`src/rtl/dpram_dma_if.sv`:
```
// Control and RAM-port bundle for the dpram_dma copy/fill engine.
// master: control block plus RAM side; slave: the DMA engine.
interface dpram_dma_if #(
  parameter int unsigned RAM_DEPTH = 2048
);
  localparam int unsigned AW = $clog2(RAM_DEPTH);

  logic          start;
  logic          mode;
  logic          dir;
  logic [AW-1:0] src_addr;
  logic [AW-1:0] dst_addr;
  logic [AW:0]   len;
  logic [31:0]   fill_data;
  logic          abort;
  logic          busy;
  logic          done;
  logic          err;
  logic          ram_ena;
  logic [AW-1:0] ram_addra;
  logic [31:0]   ram_douta;
  logic          ram_enb;
  logic          ram_web;
  logic [3:0]    ram_wemb;
  logic [AW-1:0] ram_addrb;
  logic [31:0]   ram_dinb;

  modport master (
    output start, mode, dir, src_addr, dst_addr, len, fill_data, abort, ram_douta,
    input  busy, done, err, ram_ena, ram_addra, ram_enb, ram_web, ram_wemb, ram_addrb, ram_dinb
  );

  modport slave (
    input  start, mode, dir, src_addr, dst_addr, len, fill_data, abort, ram_douta,
    output busy, done, err, ram_ena, ram_addra, ram_enb, ram_web, ram_wemb, ram_addrb, ram_dinb
  );
endinterface

```
`src/rtl/dpram_dma.sv`:
```
// Word copy/fill DMA over a dual-port RAM: reads on port A, writes on port B,
// one word per clock, ascending or descending to handle overlapping regions.
module dpram_dma #(
  parameter int unsigned RAM_DEPTH = 2048
) (
  input logic        clk,
  input logic        rst,
  dpram_dma_if.slave bus
);
  localparam int unsigned AW = $clog2(RAM_DEPTH);
  localparam int unsigned LW = AW + 1;
  localparam logic [LW-1:0] DEPTH_L = LW'(RAM_DEPTH);

  typedef enum logic [1:0] {IDLE, RUN, FLUSH, DONE} state_t;
  state_t state, state_nxt;

  logic          mode_q, dir_q;
  logic [AW-1:0] src_q, dst_q, rd_idx_q;
  logic [LW-1:0] len_q, cnt_q;
  logic [31:0]   fill_q;

  logic          ena_q, enb_q, busy_q, done_q, err_q;
  logic [AW-1:0] addra_q, addrb_q;
  logic [3:0]    wemb_q;

  logic          ena_d, enb_d, busy_d, done_d, err_d;
  logic [AW-1:0] addra_d, addrb_d;
  logic [3:0]    wemb_d;

  logic          sel_mode, sel_dir;
  logic [AW-1:0] sel_src, sel_dst, beat_idx;
  logic [LW-1:0] sel_len;
  logic          len_ok, accept, more, issue;

  // In IDLE the first beat is issued straight from the request inputs.
  always_comb begin
    sel_mode = mode_q;
    sel_dir  = dir_q;
    sel_src  = src_q;
    sel_dst  = dst_q;
    sel_len  = len_q;
    if (state == IDLE) begin
      sel_mode = bus.mode;
      sel_dir  = bus.dir;
      sel_src  = bus.src_addr;
      sel_dst  = bus.dst_addr;
      sel_len  = bus.len;
    end
  end

  assign len_ok   = (bus.len != '0) && (bus.len <= DEPTH_L);
  assign accept   = (state == IDLE) && bus.start && len_ok;
  assign more     = cnt_q < sel_len;
  assign beat_idx = sel_dir ? AW'(sel_len - cnt_q - LW'(1)) : AW'(cnt_q);
  assign issue    = accept || ((state == RUN) && more && !bus.abort);

  always_ff @(posedge clk or posedge rst) begin
    if (rst) state <= IDLE;
    else     state <= state_nxt;
  end

  always_comb begin
    state_nxt = state;
    unique case (state)
      IDLE:  if (bus.start) state_nxt = len_ok ? RUN : DONE;
      RUN:   if (bus.abort || !more) state_nxt = mode_q ? DONE : FLUSH;
      FLUSH: state_nxt = DONE;
      DONE:  state_nxt = IDLE;
      default: state_nxt = IDLE;
    endcase
  end

  // Next values of the registered outputs; a read in flight is always written next cycle.
  always_comb begin
    ena_d   = 1'b0;
    addra_d = '0;
    enb_d   = 1'b0;
    addrb_d = '0;
    wemb_d  = 4'h0;
    busy_d  = (state_nxt == RUN) || (state_nxt == FLUSH);
    done_d  = (state_nxt == DONE);
    err_d   = err_q;
    if ((state == IDLE) && bus.start) err_d = (bus.len > DEPTH_L);
    if (issue && !sel_mode) begin
      ena_d   = 1'b1;
      addra_d = sel_src + beat_idx;
    end
    if (issue && sel_mode) begin
      enb_d   = 1'b1;
      addrb_d = sel_dst + beat_idx;
    end else if (ena_q) begin
      enb_d   = 1'b1;
      addrb_d = dst_q + rd_idx_q;
    end
    if (enb_d) wemb_d = 4'hF;
  end

  always_ff @(posedge clk or posedge rst) begin
    if (rst) begin
      ena_q    <= 1'b0;
      addra_q  <= '0;
      enb_q    <= 1'b0;
      addrb_q  <= '0;
      wemb_q   <= 4'h0;
      busy_q   <= 1'b0;
      done_q   <= 1'b0;
      err_q    <= 1'b0;
      mode_q   <= 1'b0;
      dir_q    <= 1'b0;
      src_q    <= '0;
      dst_q    <= '0;
      len_q    <= '0;
      fill_q   <= '0;
      cnt_q    <= '0;
      rd_idx_q <= '0;
    end else begin
      ena_q   <= ena_d;
      addra_q <= addra_d;
      enb_q   <= enb_d;
      addrb_q <= addrb_d;
      wemb_q  <= wemb_d;
      busy_q  <= busy_d;
      done_q  <= done_d;
      err_q   <= err_d;
      if (accept) begin
        mode_q <= bus.mode;
        dir_q  <= bus.dir;
        src_q  <= bus.src_addr;
        dst_q  <= bus.dst_addr;
        len_q  <= bus.len;
        fill_q <= bus.fill_data;
      end
      if (ena_d) rd_idx_q <= beat_idx;
      if (issue)                    cnt_q <= cnt_q + LW'(1);
      else if (state_nxt == IDLE)   cnt_q <= '0;
    end
  end

  assign bus.busy      = busy_q;
  assign bus.done      = done_q;
  assign bus.err       = err_q;
  assign bus.ram_ena   = ena_q;
  assign bus.ram_addra = addra_q;
  assign bus.ram_enb   = enb_q;
  assign bus.ram_web   = enb_q;
  assign bus.ram_wemb  = wemb_q;
  assign bus.ram_addrb = addrb_q;
  // Copy data passes straight from port A to port B; forced to 0 when not writing.
  assign bus.ram_dinb  = enb_q ? (mode_q ? fill_q : bus.ram_douta) : '0;
endmodule

```
`src/flat_wrapper.sv`:
```
// flat-port wrapper written by rule: the top's interface ports become plain ports
module dpram_dma_flat 
#(
  parameter int unsigned RAM_DEPTH = 2048
)
  (clk, rst, bus_start, bus_mode, bus_dir, bus_src_addr, bus_dst_addr, bus_len, bus_fill_data, bus_abort, bus_ram_douta, bus_busy, bus_done, bus_err, bus_ram_ena, bus_ram_addra, bus_ram_enb, bus_ram_web, bus_ram_wemb, bus_ram_addrb, bus_ram_dinb);
  dpram_dma_if #(.RAM_DEPTH(RAM_DEPTH)) bus_i ();
  input logic clk;
  input logic rst;
  input wire logic [$bits(bus_i.start)-1:0] bus_start;
  input wire logic [$bits(bus_i.mode)-1:0] bus_mode;
  input wire logic [$bits(bus_i.dir)-1:0] bus_dir;
  input wire logic [$bits(bus_i.src_addr)-1:0] bus_src_addr;
  input wire logic [$bits(bus_i.dst_addr)-1:0] bus_dst_addr;
  input wire logic [$bits(bus_i.len)-1:0] bus_len;
  input wire logic [$bits(bus_i.fill_data)-1:0] bus_fill_data;
  input wire logic [$bits(bus_i.abort)-1:0] bus_abort;
  input wire logic [$bits(bus_i.ram_douta)-1:0] bus_ram_douta;
  output wire logic [$bits(bus_i.busy)-1:0] bus_busy;
  output wire logic [$bits(bus_i.done)-1:0] bus_done;
  output wire logic [$bits(bus_i.err)-1:0] bus_err;
  output wire logic [$bits(bus_i.ram_ena)-1:0] bus_ram_ena;
  output wire logic [$bits(bus_i.ram_addra)-1:0] bus_ram_addra;
  output wire logic [$bits(bus_i.ram_enb)-1:0] bus_ram_enb;
  output wire logic [$bits(bus_i.ram_web)-1:0] bus_ram_web;
  output wire logic [$bits(bus_i.ram_wemb)-1:0] bus_ram_wemb;
  output wire logic [$bits(bus_i.ram_addrb)-1:0] bus_ram_addrb;
  output wire logic [$bits(bus_i.ram_dinb)-1:0] bus_ram_dinb;
  assign bus_i.start = bus_start;
  assign bus_i.mode = bus_mode;
  assign bus_i.dir = bus_dir;
  assign bus_i.src_addr = bus_src_addr;
  assign bus_i.dst_addr = bus_dst_addr;
  assign bus_i.len = bus_len;
  assign bus_i.fill_data = bus_fill_data;
  assign bus_i.abort = bus_abort;
  assign bus_i.ram_douta = bus_ram_douta;
  assign bus_busy = bus_i.busy;
  assign bus_done = bus_i.done;
  assign bus_err = bus_i.err;
  assign bus_ram_ena = bus_i.ram_ena;
  assign bus_ram_addra = bus_i.ram_addra;
  assign bus_ram_enb = bus_i.ram_enb;
  assign bus_ram_web = bus_i.ram_web;
  assign bus_ram_wemb = bus_i.ram_wemb;
  assign bus_ram_addrb = bus_i.ram_addrb;
  assign bus_ram_dinb = bus_i.ram_dinb;
  dpram_dma #(.RAM_DEPTH(RAM_DEPTH)) u_core (.clk(clk), .rst(rst), .bus(bus_i));
endmodule
```
`config.mk`:
```
export PLATFORM = sky130hd
export DESIGN_NAME = dpram_dma_flat
export DESIGN_NICKNAME = d
export VERILOG_FILES = /design/src/rtl/dpram_dma_if.sv /design/src/rtl/dpram_dma.sv /design/src/flat_wrapper.sv
export SDC_FILE = /design/constraint.sdc
export NUM_CORES = 1
export LEC_CHECK = 0
export ABC_AREA = 1
export CAP_MARGIN = 15
export CORE_MARGIN = 2
export CORE_UTILIZATION = 55
export DETAILED_ROUTE_END_ITERATION = 8
export PLACE_DENSITY = 0.85
export SYNTH_ARGS = -nofsm -noshare
export SYNTH_HDL_FRONTEND = slang
export SYNTH_SLANG_ARGS = --single-unit
```
`constraint.sdc`:
```
create_clock -name clk -period 6.2 [get_ports clk]
set_input_delay 1.55 -clock clk [delete_from_list [all_inputs] [get_ports clk]]
set_output_delay 1.55 -clock clk [all_outputs]
set_load 0.01 [all_outputs]
```
After elaboration in Yosys (flattened, before gate mapping)
Cells that the tools add are included.
- bits in registers: 124
- output and inout bits: 64
- word-level logic and storage cells: 71
- mux-type cells: 22
- equality and inequality tests: 6
- $add $sub $neg: 6
- reduce and logical (&&, ||, !) cells: 17
- order comparisons: 3
- operator list (operator ; count):
    2-to-1 mux 11 bit ; 6
    2-to-1 mux 32 bit ; 2
    2-to-1 mux 12 bit ; 3
    adder 11 bit ; 3
    adder 12 x 1 -> 12 bit (second input constant) ; 1
    > comparator 12 bit (second input constant) ; 1
    <= comparator 12 bit (second input constant) ; 1
    < comparator 12 bit ; 1
    nonzero test 12 bit ; 1
    subtractor 11 x 1 -> 11 bit (second input constant) ; 1
    subtractor 11 bit ; 1
    == test 2 bit (second input constant) ; 4
    case mux 2 bit (4 select lines) ; 1
    logical AND 1 bit ; 7
    2-to-1 mux 1 bit ; 6
    2-to-1 mux 2 bit ; 3
    == test 2 x 1 -> 1 bit (second input constant) ; 2
    zero test 2 bit ; 2
    2-to-1 mux 4 bit ; 1
    zero test 1 bit ; 3
    logical OR 1 bit ; 3
    nonzero test 2 bit ; 1

Logic depth before layout (Yosys ltp)
- depth in word-level cells: 10
- depth in mapped cells: 26
- depth with buffers taken out: 25

Worst setup path after synthesis
OpenSTA, ideal clock, no wires.
- kind: input to register
- start point: in bus_len[0]
- end point: reg u_core.addra_q[9] (netlist: u_core.bus.ram_addra[9])
- stages: 20
- library setup time: 0.119 ns
- arrival time: 4.233 ns
- slack: 1.848 ns
- cell sequence: inv_1 > o21ai_0 > ha_1 > inv_1 > fa_1 > inv_1 > nand2_1 > nand2_1 > nand2_1 > nor2_1 > nor2_1 > xor2_1 > o21ai_0 > ha_1 > a21oi_1 > nor2_1 > a211oi_1 > nand3_1 > nand2_1 > nor2_1
- RTL lines (item ; RTL line ; text):
    start, declared ; flat_wrapper.sv:15 ; input wire logic [$bits(bus_i.len)-1:0] bus_len;
    2-to-1 mux 12 bit ; dpram_dma.sv:42 ; if (state == IDLE) begin
    subtractor 11 bit ; dpram_dma.sv:54 ; assign beat_idx = sel_dir ? AW'(sel_len - cnt_q - LW'(1)) : AW'(cnt_q);
    subtractor 11 x 1 -> 11 bit ; dpram_dma.sv:54 ;
    2-to-1 mux 11 bit ; dpram_dma.sv:54 ;
    net u_core.beat_idx[6] ; dpram_dma.sv:31 ; logic [AW-1:0] sel_src, sel_dst, beat_idx;
    adder 11 bit ; dpram_dma.sv:86 ; addra_d = sel_src + beat_idx;
    2-to-1 mux 11 bit ; dpram_dma.sv:84 ; if (issue && !sel_mode) begin
    net u_core.addra_d[9] ; dpram_dma.sv:27 ; logic [AW-1:0] addra_d, addrb_d;
    end signal, assigned ; dpram_dma.sv:118 ; addra_q <= addra_d;
    end, declared ; dpram_dma.sv:23 ; logic [AW-1:0] addra_q, addrb_q;
The timed path passes the listed nets, and every way through them passes these cells.
A chain may end at the register's enable or synchronous reset.

Final worst setup path
Ends and elaborated chain as after synthesis.

==> flow_summary.ini <==
[outcome]
status = completed

[sta]
max_freq_mhz = 201
skew_ns = 0.0104
slew_headroom_pct = 36.6
setup_viol = 0
slew_violations = 0
hold_slack_ns = 0.482
fin_crit_ns = 4.99
tns_ns = 0
finalHoldViolCount = 0
fin_crit_sh_pct = 80.4
worstMarginPinSlew_ns = 0.951
rsz0062_at_grt = no

[finish]
syn2layout_area_growth_pct = 28.6
final_common_cell = nand2_1
fill_cells = 1031
n_antenna_cell = 0
most-common-layout-cells = nand2_1 (213), clkdlybuf4s50_1 (167), nor2_1 (120), dfrtp_1 (120), inv_1 (111)
stdcell_count = 1355
drive_gt1_share_pct = 9.19
fin_nets = 1328
stdcell_area_um2 = 10100

[detailed_routing]
drt-initial-drc-count = 446
wl_per_cell_um = 15.9
viasPerCell = 5.48
firstDrtPassIters = 6
ant_nets = 0
vias = 7421
post-route-drc-count = 0
routed_wl_um = 21500

[synth]
synth_top_cell_area_share_pct = 38.1
synth_area_um2 = 7880
synth_nets = 1174
ys_top_cells_by_area = dfrtp_1 (38%), nand2_1 (10%), ha_1 (8.4%)
syn_avg_cell_area_um2 = 7.78
ys_async_sr_fraction_pct = 100
synth-seq-area-share_pct = 38.1
synthCells = 1013
post_synth_num_cell_types = 43
ys_ff_latch = 120
synth_flop_cell = dfrtp_1
yosys_warnings = 0
synth_top_area_cell = dfrtp_1
synth-edff-count = 0

[worst_setup_path]
critPathCaptureType = flop
r2r-end = u_core.bus.ram_addra[9]
path_class = in -> reg
startpoint_type = input port
crit_fanout = 5
worstPathArrival_ns = 5.29
r2r.worst_path.cells = 22
startpoint = bus_len[0]
reg2reg_slack_ns = 1.56
worstPathRequired_ns = 6.51
critPathCapture = u_core.bus.ram_addra[9]
rr_startpoint = u_core.state[1]

[die]
initial_core_util_pct = 56.6
fp.dieH_um = 124
dieArea_um2 = 15300
die_w_um = 124
rows = 43
core_um2 = 13900
boundaryPins = 168

[power_and_ir_drop]
p_per_area_nw_per_um2 = 578
p_leak_nw = 4.98
max-vdd-ir-drop_mv = 0.327

[global_routing]
grt_pass1_vias = 7186
antenna_found_initial = 0
grt_max_degree = 72
track_usage_pct = 29.2
overflow = 0
grt_pass1_wl_um = 34400

[clock_network]
root_buffer = clkbuf_16
cts_resized = 0
cts_tree = built
htree_levels = 4
cts_buffers = 17
clock_path_buffers = 2
cts_hold_buf = 0
clkTransAtPathRegs_ns = 0.05
clock_latency_ns = 0.42
cts.sinks = 120
postCtsSetupBuffers = 0

[placed_design]
place_congestion = 0.965
io_buffers = 167
place_area_um2 = 9620
dp.final_hpwl_um = 16200
dp_cells = 1328

[min_path]
min_from = u_core.src_q[7]
holdPathStages = 2
hp-class = reg -> reg

[flow_run]
max_cap_violations = 0
## critical path: stages
cell and delay [ns]:
clkdlybuf4s50_1 0.49, inv_1 0.06, o21ai_0 0.35, ha_1 0.29, inv_1 0.07, fa_1 0.36
inv_1 0.08, nand2_1 0.07, nand2_1 0.09, nand2_1 0.09, nor2_1 0.09, nor2_1 0.06
xor2_1 0.13, o21ai_0 0.37, ha_1 0.37, a21oi_1 0.24, nor2_1 0.06, a211oi_1 0.25
nand3_1 0.11, nand2_1 0.07, nor2_1 0.04
## report_power, final
part / switching (mW) / leakage, nW / internal (mW)
clock: 0.333 / 0.257 / 0.568
sequential: 0.207 / 1.50 / 1.10
combinational: 2.21 / 3.22 / 1.44
total: 2.75 / 4.98 / 3.11
## metrics by stage
| stage | util (%) | power, mW | setup slack [ns] |
|---|---|---|---|
| 2_1_floorplan | - | 3.87 | 1.46 |
| 4_1_cts | 72.8 | 5.82 | 1.30 |
| 5_1_grt | 72.8 | 6.36 | 0.812 |
| 3_5_place_dp | 69.0 | 4.88 | 0.863 |
| 3_3_place_gp | 69.0 | 4.75 | 1.00 |
| 6_report | 72.8 | 5.86 | 1.21 |
## worst min path at each step
stage / to
2_1_floorplan: u_core.len_q[10]
3_3_place_gp: u_core.len_q[10]
3_5_place_dp: u_core.len_q[10]
4_1_cts: u_core.len_q[10]
5_1_grt: u_core.len_q[10]
6_report: u_core.src_q[7]
## area by class of cell
class / count / area (µm²) / area share, %
multi-input cells: 735 / 4220 / 41.6
clock buffers: 23 / 478 / 4.71
clock inverters: 4 / 47.5 / 0.469
well taps: 180 / 225 / 2.22
flip-flops and latches: 120 / 3000 / 29.6
repair buffers: 173 / 1720 / 16.9
inverters: 120 / 455 / 4.49
## layer usage
layer | GRT usage [%] | wire length (µm) | up-vias
met3 | 6.27 | 1190 | 63
met4 | 13.9 | 844 | 0
met5 | 0 | 0 | -
met1 | 35.8 | 8810 | 3486
li1 | - | - | 3590
met2 | 48.9 | 10700 | 282
## synth_stat cells, types with 3 or more instances
cell type and number:
nand2_1 213, dfrtp_1 120, nor2_1 120, inv_1 112, o21ai_0 105, ha_1 53
a21oi_1 49, nand3_1 48, mux2_2 33, xor2_1 19, clkbuf_1 16, nand4_1 11
buf_2 10, nand2_2 10, o21ai_1 9, buf_4 7, nand3_2 7, inv_2 6
nand2_4 6, o22ai_1 6, xnor2_1 6, buf_6 5, nor3_1 5, fa_1 4
nor4_1 4, or2_2 4, nor2_2 3
## kinds of logic (layout without fill, tap and decap cells)
logic type | count (synthesis) | count (layout) | share of synthesized area [%]
fa+ha+maj | 57 | 57 | 9.43
xor+xnor | 25 | 25 | 2.78
flops | 120 | 120 | 38.1
simple gates | 436 | 436 | 24.1
buf+inv | 158 | 320 | 8.52
compound gates | 184 | 184 | 12.4
mux | 33 | 33 | 4.71
## sequential cells by signal (all words and copies together), names as in the netlist
name                  flops
u_core.bus.done           1
u_core.len_q             12
u_core.rd_idx_q          11
u_core.bus.ram_addrb     11
u_core.dir_q              1
u_core.dst_q             11
u_core.fill_q            32
u_core.mode_q             1
u_core.bus.ram_ena        1
u_core.state              2
u_core.bus.ram_wemb       1
u_core.cnt_q             12
u_core.bus.ram_addra     11
u_core.bus.err            1
u_core.src_q             11
u_core.bus.busy           1
No activity file was read; power rests on OpenSTA's default activity.
